`config.mk`:
```
export PLATFORM = sky130hd
export DESIGN_NAME = btn_debounce_bank
export DESIGN_NICKNAME = d
export VERILOG_FILES = /design/src/rtl/btn_pkg.sv /design/src/rtl/btn_debounce_lane.sv /design/src/rtl/btn_debounce_bank.sv
export SDC_FILE = /design/constraint.sdc
export NUM_CORES = 1
export LEC_CHECK = 0
export BUFFER_PORTS_ARGS = -buffer_cell sky130_fd_sc_hd__buf_2
export CAP_MARGIN = 5
export CORE_UTILIZATION = 37
export DETAILED_ROUTE_END_ITERATION = 6
export GPL_TIMING_DRIVEN = 0
export PLACE_DENSITY = 0.51
export SLEW_MARGIN = 20
export SYNTH_ARGS = -nofsm -noshare
export SYNTH_HDL_FRONTEND = slang
export SYNTH_SLANG_ARGS = --single-unit
export TNS_END_PERCENT = 30
```
`constraint.sdc`:
```
create_clock -name clk -period 7.8 [get_ports clk]
set_clock_uncertainty 0.15 [all_clocks]
set_input_delay 0.39 -clock clk [delete_from_list [all_inputs] [get_ports clk]]
set_output_delay 0.39 -clock clk [all_outputs]
set_load 0.01 [all_outputs]
```
`src/rtl/btn_pkg.sv`:
```
// Shared definitions for the push-button conditioner.
//
// Contents:
//   lane_state_t         per-lane debounce state
//   BTN_L..BTN_C         lane index of each board button
//   *_DEF                default timing for a 40 MHz core clock
package btn_pkg;

    // The encoding is chosen so that bit 1 is set exactly in the two
    // "button is down" states, letting the debounced level come straight
    // off a state flop.
    typedef enum logic [1:0] {
        IDLE         = 2'd0,
        PRESS_WAIT   = 2'd1,
        HELD         = 2'd2,
        RELEASE_WAIT = 2'd3
    } lane_state_t;

    localparam int BTN_L = 0;
    localparam int BTN_R = 1;
    localparam int BTN_U = 2;
    localparam int BTN_D = 3;
    localparam int BTN_C = 4;

    localparam int NBTN_DEF    = 5;
    localparam int DEB_CYC_DEF = 800000;    // 20 ms
    localparam int RPT_DLY_DEF = 16000000;  // 0.4 s
    localparam int RPT_PER_DEF = 4000000;   // 0.1 s
    localparam int CNTW_DEF    = 26;

endpackage

```
`src/rtl/btn_debounce_lane.sv`:
```
// One push-button lane: 2-flop synchroniser, debounce FSM and
// hold-to-repeat timer.
//
// Ports:
//   clk    core clock
//   rst_n  asynchronous active-low reset
//   raw    raw pad level, active-high, asynchronous to clk
//   lvl    debounced level (1 in HELD and RELEASE_WAIT)
//   dn     one-cycle pulse when a press is accepted
//   up     one-cycle pulse when a release is accepted
//   rpt    one-cycle repeat pulse while the button is held
module btn_debounce_lane
    import btn_pkg::*;
#(
    parameter int DEB_CYC = DEB_CYC_DEF,
    parameter int RPT_DLY = RPT_DLY_DEF,
    parameter int RPT_PER = RPT_PER_DEF,
    parameter int CNTW    = CNTW_DEF
) (
    input  logic clk,
    input  logic rst_n,
    input  logic raw,
    output logic lvl,
    output logic dn,
    output logic up,
    output logic rpt
);

    localparam logic [CNTW-1:0] DEB_LAST = CNTW'(DEB_CYC - 1);
    localparam logic [CNTW-1:0] RPT_DLY_C = CNTW'(RPT_DLY);
    localparam logic [CNTW-1:0] RPT_PER_C = CNTW'(RPT_PER);
    localparam logic [CNTW-1:0] ONE = CNTW'(1);

    logic            sync_p0;
    logic            sync_p1;
    lane_state_t     state;
    lane_state_t     state_nxt;
    logic [CNTW-1:0] cnt;
    logic [CNTW-1:0] cnt_nxt;
    logic [CNTW-1:0] rcnt;
    logic [CNTW-1:0] rcnt_nxt;
    logic            dn_nxt;
    logic            up_nxt;
    logic            rpt_nxt;

    // Stage p0 -> p1: metastability chain; sync_p1 is the only copy of the
    // pad level that the FSM ever looks at.
    always_ff @(posedge clk or negedge rst_n) begin
        if (!rst_n) begin
            sync_p0 <= 1'b0;
            sync_p1 <= 1'b0;
        end else begin
            sync_p0 <= raw;
            sync_p1 <= sync_p0;
        end
    end

    // Stage p1 -> state/outputs: lane FSM, counters and registered pulses.
    always_ff @(posedge clk or negedge rst_n) begin
        if (!rst_n) begin
            state <= IDLE;
            cnt   <= '0;
            rcnt  <= '0;
            dn    <= 1'b0;
            up    <= 1'b0;
            rpt   <= 1'b0;
        end else begin
            state <= state_nxt;
            cnt   <= cnt_nxt;
            rcnt  <= rcnt_nxt;
            dn    <= dn_nxt;
            up    <= up_nxt;
            rpt   <= rpt_nxt;
        end
    end

    // cnt counts consecutive cycles of the new level, so reaching
    // DEB_CYC-1 while the level still holds completes DEB_CYC cycles.
    // With DEB_CYC == 1 a single cycle suffices, so the wait states are
    // skipped entirely.
    //
    // rcnt counts down to the next repeat pulse: loaded with RPT_DLY on an
    // accepted press, reloaded with RPT_PER after each pulse. It only moves
    // while HELD sees the button down, so a rejected release glitch delays
    // the cadence by the frozen cycles instead of restarting it.
    always_comb begin
        state_nxt = state;
        cnt_nxt   = cnt;
        rcnt_nxt  = rcnt;
        dn_nxt    = 1'b0;
        up_nxt    = 1'b0;
        rpt_nxt   = 1'b0;
        unique case (state)
            IDLE: begin
                if (sync_p1) begin
                    if (DEB_CYC == 1) begin
                        state_nxt = HELD;
                        dn_nxt    = 1'b1;
                        rcnt_nxt  = RPT_DLY_C;
                    end else begin
                        state_nxt = PRESS_WAIT;
                        cnt_nxt   = ONE;
                    end
                end
            end
            PRESS_WAIT: begin
                if (!sync_p1) begin
                    state_nxt = IDLE;
                end else if (cnt == DEB_LAST) begin
                    state_nxt = HELD;
                    dn_nxt    = 1'b1;
                    rcnt_nxt  = RPT_DLY_C;
                end else begin
                    cnt_nxt = cnt + ONE;
                end
            end
            HELD: begin
                if (!sync_p1) begin
                    if (DEB_CYC == 1) begin
                        state_nxt = IDLE;
                        up_nxt    = 1'b1;
                    end else begin
                        state_nxt = RELEASE_WAIT;
                        cnt_nxt   = ONE;
                    end
                end else if (rcnt == ONE) begin
                    rpt_nxt  = 1'b1;
                    rcnt_nxt = RPT_PER_C;
                end else begin
                    rcnt_nxt = rcnt - ONE;
                end
            end
            RELEASE_WAIT: begin
                if (sync_p1) begin
                    state_nxt = HELD;
                end else if (cnt == DEB_LAST) begin
                    state_nxt = IDLE;
                    up_nxt    = 1'b1;
                end else begin
                    cnt_nxt = cnt + ONE;
                end
            end
        endcase
    end

    // Direct flop output: cleared immediately by the asynchronous reset.
    assign lvl = state[1];

endmodule

```
`src/rtl/btn_debounce_bank.sv`:
```
// Bank of independent debounced push-button lanes feeding the core.
//
// Ports:
//   clk      core clock
//   rst_n    asynchronous active-low reset
//   btn_raw  raw pad levels (bit 0=left, 1=right, 2=up, 3=down, 4=center)
//   btn_lvl  debounced levels
//   btn_dn   one-cycle press pulses
//   btn_up   one-cycle release pulses
//   btn_rpt  one-cycle hold-to-repeat pulses
module btn_debounce_bank
    import btn_pkg::*;
#(
    parameter int NBTN    = NBTN_DEF,
    parameter int DEB_CYC = DEB_CYC_DEF,
    parameter int RPT_DLY = RPT_DLY_DEF,
    parameter int RPT_PER = RPT_PER_DEF,
    parameter int CNTW    = CNTW_DEF
) (
    input  logic            clk,
    input  logic            rst_n,
    input  logic [NBTN-1:0] btn_raw,
    output logic [NBTN-1:0] btn_lvl,
    output logic [NBTN-1:0] btn_dn,
    output logic [NBTN-1:0] btn_up,
    output logic [NBTN-1:0] btn_rpt
);

    for (genvar i = 0; i < NBTN; i++) begin : g_lane
        btn_debounce_lane #(
            .DEB_CYC(DEB_CYC),
            .RPT_DLY(RPT_DLY),
            .RPT_PER(RPT_PER),
            .CNTW   (CNTW)
        ) u_lane (
            .clk  (clk),
            .rst_n(rst_n),
            .raw  (btn_raw[i]),
            .lvl  (btn_lvl[i]),
            .dn   (btn_dn[i]),
            .up   (btn_up[i]),
            .rpt  (btn_rpt[i])
        );
    end

endmodule

```
==> results.yml, run 1 <==
clocking:
  clk_pin_slew_ns: 0.06
  holdBufCountCts: 6
  numCtsBuffers: 38
  insertion_delay_ns: 0.54
  cts_tree: "built"
  cts_max_path_buffers: 3
  root_buffer: "clkbuf_16"
  cts_resized: 0
  post_cts_buffers: 0
  clock_sinks: 295
  cts_max_level: 2
logic_synthesis:
  ys_ff_latch: 295
  synth_top_area_cell: "dfrtp_1"
  synth_top_area_frac: 0.445
  netlist_area_sq_um: 16600
  synthArstFlopShare: 1.00
  ys_types: 72
  synth_seq_area_share: 0.445
  syn_nets: 1874
  synth-edff-count: 0
  synth.most_common_cell: "dfrtp_1"
  syn_avg_cell_area_sq_um: 8.96
  synthFlopType: "dfrtp_1"
  yosys-top-cells-count: "295 x dfrtp_1, 155 x nor2_1, 139 x nand2_1"
  netlist_instances: 1852
  yosys_warnings: 0
  synth_area_leaders: "dfrtp_1 44%, nor2_1 3.5%, nand2_1 3.1%, o21ai_0 3.0%, nand3_1 2.8%"
worst_setup_path:
  worstSetupPathType: "reg2reg"
  crit_required_ns: 8.11
  startpoint_type: "flop"
  arrival_ns: 3.45
  end_kind: "flop"
  path_max_fanout: 10
sta:
  rsz0062_at_grt: "false"
  worst_pin_slew_ns: 1.02
  slew_headroom: 0.313
  final.setup.tns_ns: 0
  slew_violations: 0
  fmax_ghz: 0.319
  hold_violations: 0
  setup-violations-final: 0
  period_needed_ns: 3.14
  min_period_over_period: 0.402
route:
  wirelength_um: 43500
  drt_iter0_drc: 1004
  remaining_drc_errors: 0
  ant_nets: 0
  via_per_inst: 5.80
  first_pass_iters: 5
  routedWlPerCell_um: 17.1
  vias: 14800
place:
  hpwl_um: 29400
  gp_congestion: 0.844
  io_buffers: 26
die:
  std_cell_rows: 77
  die_w_um: 214
  start_util: 0.375
  dieArea_sq_um: 45700
  core_area_sq_um: 44200
  die_height_um: 214
  ios: 27
power:
  powerDensity_nw_per_um2: 185
  power.leakage_nw: 8.27
  ir_drop_mv: 0.158
global_route:
  grt_pass1_vias: 14200
  track_usage: 0.196
  grt_max_degree: 91
  overflow: 0
  antenna_found_initial: 0
  grt_pass1_wl_um: 73700
final_layout:
  diodes: 0
  final_util: 0.427
  drive_above_1_share: 0.0814
  area_growth_syn_to_layout_pct: 13.8
  layout.nets: 1949
worst_hold_path:
  hp-class: "reg2reg"
job:
  cap_violations: 0
run_status:
  outcome: "complete, no violations"
[state kept, by name (all words and copies together) (netlist names), named ones only]
signal / cells
g_lane.u_lane.state: 5
g_lane.u_lane.rcnt: 130
g_lane.u_lane.dn: 5
g_lane.u_lane.rpt: 5
g_lane.u_lane.sync_p0: 5
g_lane.u_lane.up: 5
g_lane.u_lane.sync_p1: 5
g_lane.u_lane.cnt: 130
[per-stage QoR]
stage | hold WS (ns) | setup WS (ns) | instances | cell area (sq um) | power (mW)
after floorplan | -0.0556 | 5.18 | 1852 | 16600 | 1.67
after global placement | 0.186 | 0.200 | 2470 | 17500 | 1.73
after detailed placement | 0.186 | 4.67 | 2473 | 17600 | 1.74
after CTS | 0.196 | 4.62 | 2546 | 18900 | 3.56
after global routing | 0.203 | 4.44 | 2546 | 18900 | 3.65
final | 0.196 | 4.66 | 2546 | 18900 | 3.50
[power breakdown]
| group | switching, mW | internal [mW] |
|---|---|---|
| clock network | 0.682 | 1.10 |
| registers | 0.0296 | 1.55 |
| logic | 0.0866 | 0.0402 |
| total | 0.799 | 2.70 |
[critical path, cell delays in order (launching register included)]
cell     delay, ns
dfrtp_1       0.40
nor4b_1       0.56
nand4_1       0.30
o31ai_1       0.78
buf_2         0.34
buf_2         0.26
o21ai_0       0.12
a21oi_1       0.14
[layout by cell type (no fill, tap or decap), drive strengths merged, types with 13 or more instances in the layout]
cell type,instances
a31oi,48
nor3b,13
nor2,155
nand2b,23
a21oi,92
o31ai,33
xor2,32
clkbuf,125
nand4,65
o22ai,22
o21ai,102
dfrtp,295
buf,62
nand3,93
or3,47
nor4b,19
and3,37
nand2,139
or4,52
or2,13
ha,15
a21o,16
and4,19
inv,49
nor4,59
and2,20
nor3,91
a211o,16
xnor2,37
[area by class of cell]
class / count / area, sq um
tap: 592 / 741
clock inverter: 9 / 128
buffer: 100 / 472
timing repair buffer: 35 / 283
inverter: 49 / 184
clock buffer: 58 / 1140
fill: 4356 / 25300
sequential: 295 / 7380
multi-input combinational: 1408 / 8560
[metal layers]
layer / up-vias / track usage / part of all wire
li1: 7139 / - / -
met1: 7248 / 0.280 / 0.48
met2: 318 / 0.309 / 0.46
met3: 70 / 0.0275 / 0.044
met4: 0 / 0.0581 / 0.019
met5: - / 0 / 0
[kinds of logic (layout without fill, tap and decap cells)]
group,after synthesis,in the layout,synth area share
and+or+nand+nor,874,874,0.288
buffers and inverters,149,251,0.0395
DFF,295,295,0.445
AOI/OAI and AO/OA,437,437,0.171
muxes,13,13,0.00837
adders and majority gates,15,15,0.0113
xor gates and xnor gates,69,69,0.0364
[final timing paths]
path,start,to,slack [ns],depth (start not counted)
worst max-delay path,g_lane[1].u_lane.cnt[11],g_lane[1].u_lane.cnt[17],4.66,7
worst min-delay path,g_lane[2].u_lane.sync_p0,g_lane[2].u_lane.sync_p1,0.20,0
worst max register to register,g_lane[1].u_lane.cnt[11],g_lane[1].u_lane.cnt[17],4.66,7
worst min register to register,g_lane[2].u_lane.sync_p0,g_lane[2].u_lane.sync_p1,0.20,0
max in group asynchronous,rst_n,g_lane[4].u_lane.sync_p1,6.09,4
min in group asynchronous,rst_n,g_lane[0].u_lane.cnt[13],0.22,2
Note: power is estimated with default switching activity, not from simulation.
==> inputs of run 2 (changes only) <==
==> constraint.sdc (replaced) <==
create_clock -name clk -period 3 [get_ports clk]
set_clock_uncertainty 0.15 [all_clocks]
set_input_delay 0.15 -clock clk [delete_from_list [all_inputs] [get_ports clk]]
set_output_delay 0.15 -clock clk [all_outputs]
set_load 0.01 [all_outputs]
==> run 2 against run 1 <==
The flow now finishes with violations (DRC). Combinational power rose to 2.7 times the previous value. Design area grew 0.73%. Total power rose to 2.6 times the previous value. Sequential power grew to 2.6 times the previous value. Global-route usage hardly changed. Largest power group unchanged.
==> results.yml, run 2 (synthesis results as in run 1) <==
worst_setup_path:
  startpoint_type: "flop"
  path_max_fanout: 7
  crit_required_ns: 3.27
  end_kind: "flop"
  r2r_cells: 7
  worstSetupPathType: "reg2reg"
  crit_chain: "inv_1, ha_1, or4b_2, or4_1, nor4_2, o22ai_1, a21bo_2"
  arrival_ns: 3.20
  cp_slowest_cell: "or4b_2"
  cp_slowest_stage_delay_ns: 0.72
die:
  die_height_um: 214
  std_cell_rows: 77
  start_util: 0.375
  die_w_um: 214
  dieArea_sq_um: 45700
  core_area_sq_um: 44200
  ios: 27
power:
  p_total_mw: 9.09
  internal_power_mw: 7.01
  power.leakage_nw: 8.33
  switching_share: 0.228
  ir_drop_mv: 0.412
  p_seq_frac: 0.453
  switchingPower_mw: 2.07
  pwr-share-clk: 0.510
  powerDensity_nw_per_um2: 478
  pwr-share-comb: 0.037
clocking:
  clock_sinks: 295
  numCtsBuffers: 38
  cts_tree: "built"
  cts_max_path_buffers: 3
  root_buffer: "clkbuf_16"
  clk_pin_slew_ns: 0.05
  insertion_delay_ns: 0.54
  cts_max_level: 2
sta:
  period_needed_ns: 2.92
  worst_pin_slew_ns: 1.01
  slew_headroom: 0.326
  min_period_over_period: 0.975
  final.setup.tns_ns: 0
  slew_violations: 0
  fmax_ghz: 0.342
  rsz0062_at_grt: "true"
  hold_violations: 0
  setup-violations-final: 0
final_layout:
  final_common_cell: "dfrtp_1"
  layout.nets: 1953
  finish.instance_area_sq_um: 19000
  diodes: 0
  area_growth_syn_to_layout_pct: 14.7
  drive_above_1_share: 0.0914
  largestRegisters: "g_lane.u_lane.cnt (130), g_lane.u_lane.rcnt (130)"
  final_cell_mix: "295 x dfrtp_1, 155 x nor2_1, 139 x nand2_1"
  layout.cells.non_filler: 2550
run_status:
  violations: "DRC"
  outcome: "finished with violations"
place:
  dpl_cell_area_sq_um: 17600
  gp_congestion: 0.844
  io_buffers: 26
  placed_cells: 2473
  hpwl_um: 29400
global_route:
  antenna_found_initial: 0
  grt_max_degree: 91
  grt_pass1_vias: 14200
  overflow: 0
  track_usage: 0.197
  grt_pass1_wl_um: 73800
route:
  remaining_drc_errors: 11
  via_per_inst: 5.81
  wirelength_um: 43800
  routedWlPerCell_um: 17.2
  first_pass_iters: 7
  ant_nets: 0
  drt_iter0_drc: 966
  vias: 14800
job:
  cap_violations: 0
worst_hold_path:
  hp-class: "in2reg"
  whs_path_depth: 2
[run 2: worst paths after layout]
path	slack, ns	to	startpoint
worst max-delay path	0.08	g_lane[0].u_lane.rcnt[24]	g_lane[0].u_lane.rcnt[0]
worst min-delay path	0.10	g_lane[1].u_lane.sync_p0	btn_raw[1]
worst max register to register	0.08	g_lane[0].u_lane.rcnt[24]	g_lane[0].u_lane.rcnt[0]
worst min register to register	0.20	g_lane[2].u_lane.sync_p1	g_lane[2].u_lane.sync_p0
max in group asynchronous	0.94	g_lane[0].u_lane.up	rst_n
min in group asynchronous	0.52	g_lane[3].u_lane.rcnt[23]	rst_n
[run 2: timing repair]
action | 4_1_cts | 5_1_grt
buffers inserted | 0 | 2
endpoints found under the setup margin | 23 | 100
hold endpoints to repair | 210 | 0
gates resized for setup | 5 | 21
pin swaps | 1 | 1
hold buffers | 8 | 0
[run 2: cell type report]
type                    count  area (sq um)
fillers                  4347         25200
clock buffers              58          1140
flip-flops and latches    295          7380
plain buffers             100           478
repair buffers             39           318
multi-input cells        1408          8660
inverters                  49           184
well taps                 592           741
clock inverters             9           128
[run 2: critical path: cells and delay by family (launching register included)]
| family | cells | cell delay [ns] |
|---|---|---|
| adders and majority gates | 1 | 0.22 |
| AOI/OAI and AO/OA | 2 | 0.36 |
| and+or+nand+nor | 3 | 1.53 |
| buffers and inverters | 1 | 0.09 |
| DFF | 1 | 0.45 |
[run 2: stage by stage]
step | util | hold WS, ns | setup slack (ns)
4_1_cts | 0.428 | 0.0661 | 0.00633
3_3_place_gp | 0.395 | 0.110 | -4.36
6_report | 0.430 | 0.104 | 0.0762
5_1_grt | 0.430 | 0.0743 | -0.0382
3_5_place_dp | 0.397 | -0.0312 | -0.135
2_1_floorplan | - | -0.296 | 0.383
[run 2: power groups by stage]
stage / Sequential [mW] / Clock, mW / Combinational (mW)
2_1_floorplan: 4.17 / 0 / 0.175
3_3_place_gp: 4.19 / 0 / 0.313
3_5_place_dp: 4.19 / 0 / 0.334
4_1_cts: 4.12 / 4.80 / 0.345
5_1_grt: 4.13 / 4.97 / 0.390
6_report: 4.12 / 4.63 / 0.337
[run 2: per-layer routing]
layer,global-route usage,up-vias,share of wire
met3,0.0275,67,0.040
met5,0,-,0
met4,0.0581,0,0.018
met2,0.309,303,0.46
met1,0.281,7294,0.48
li1,-,7147,-
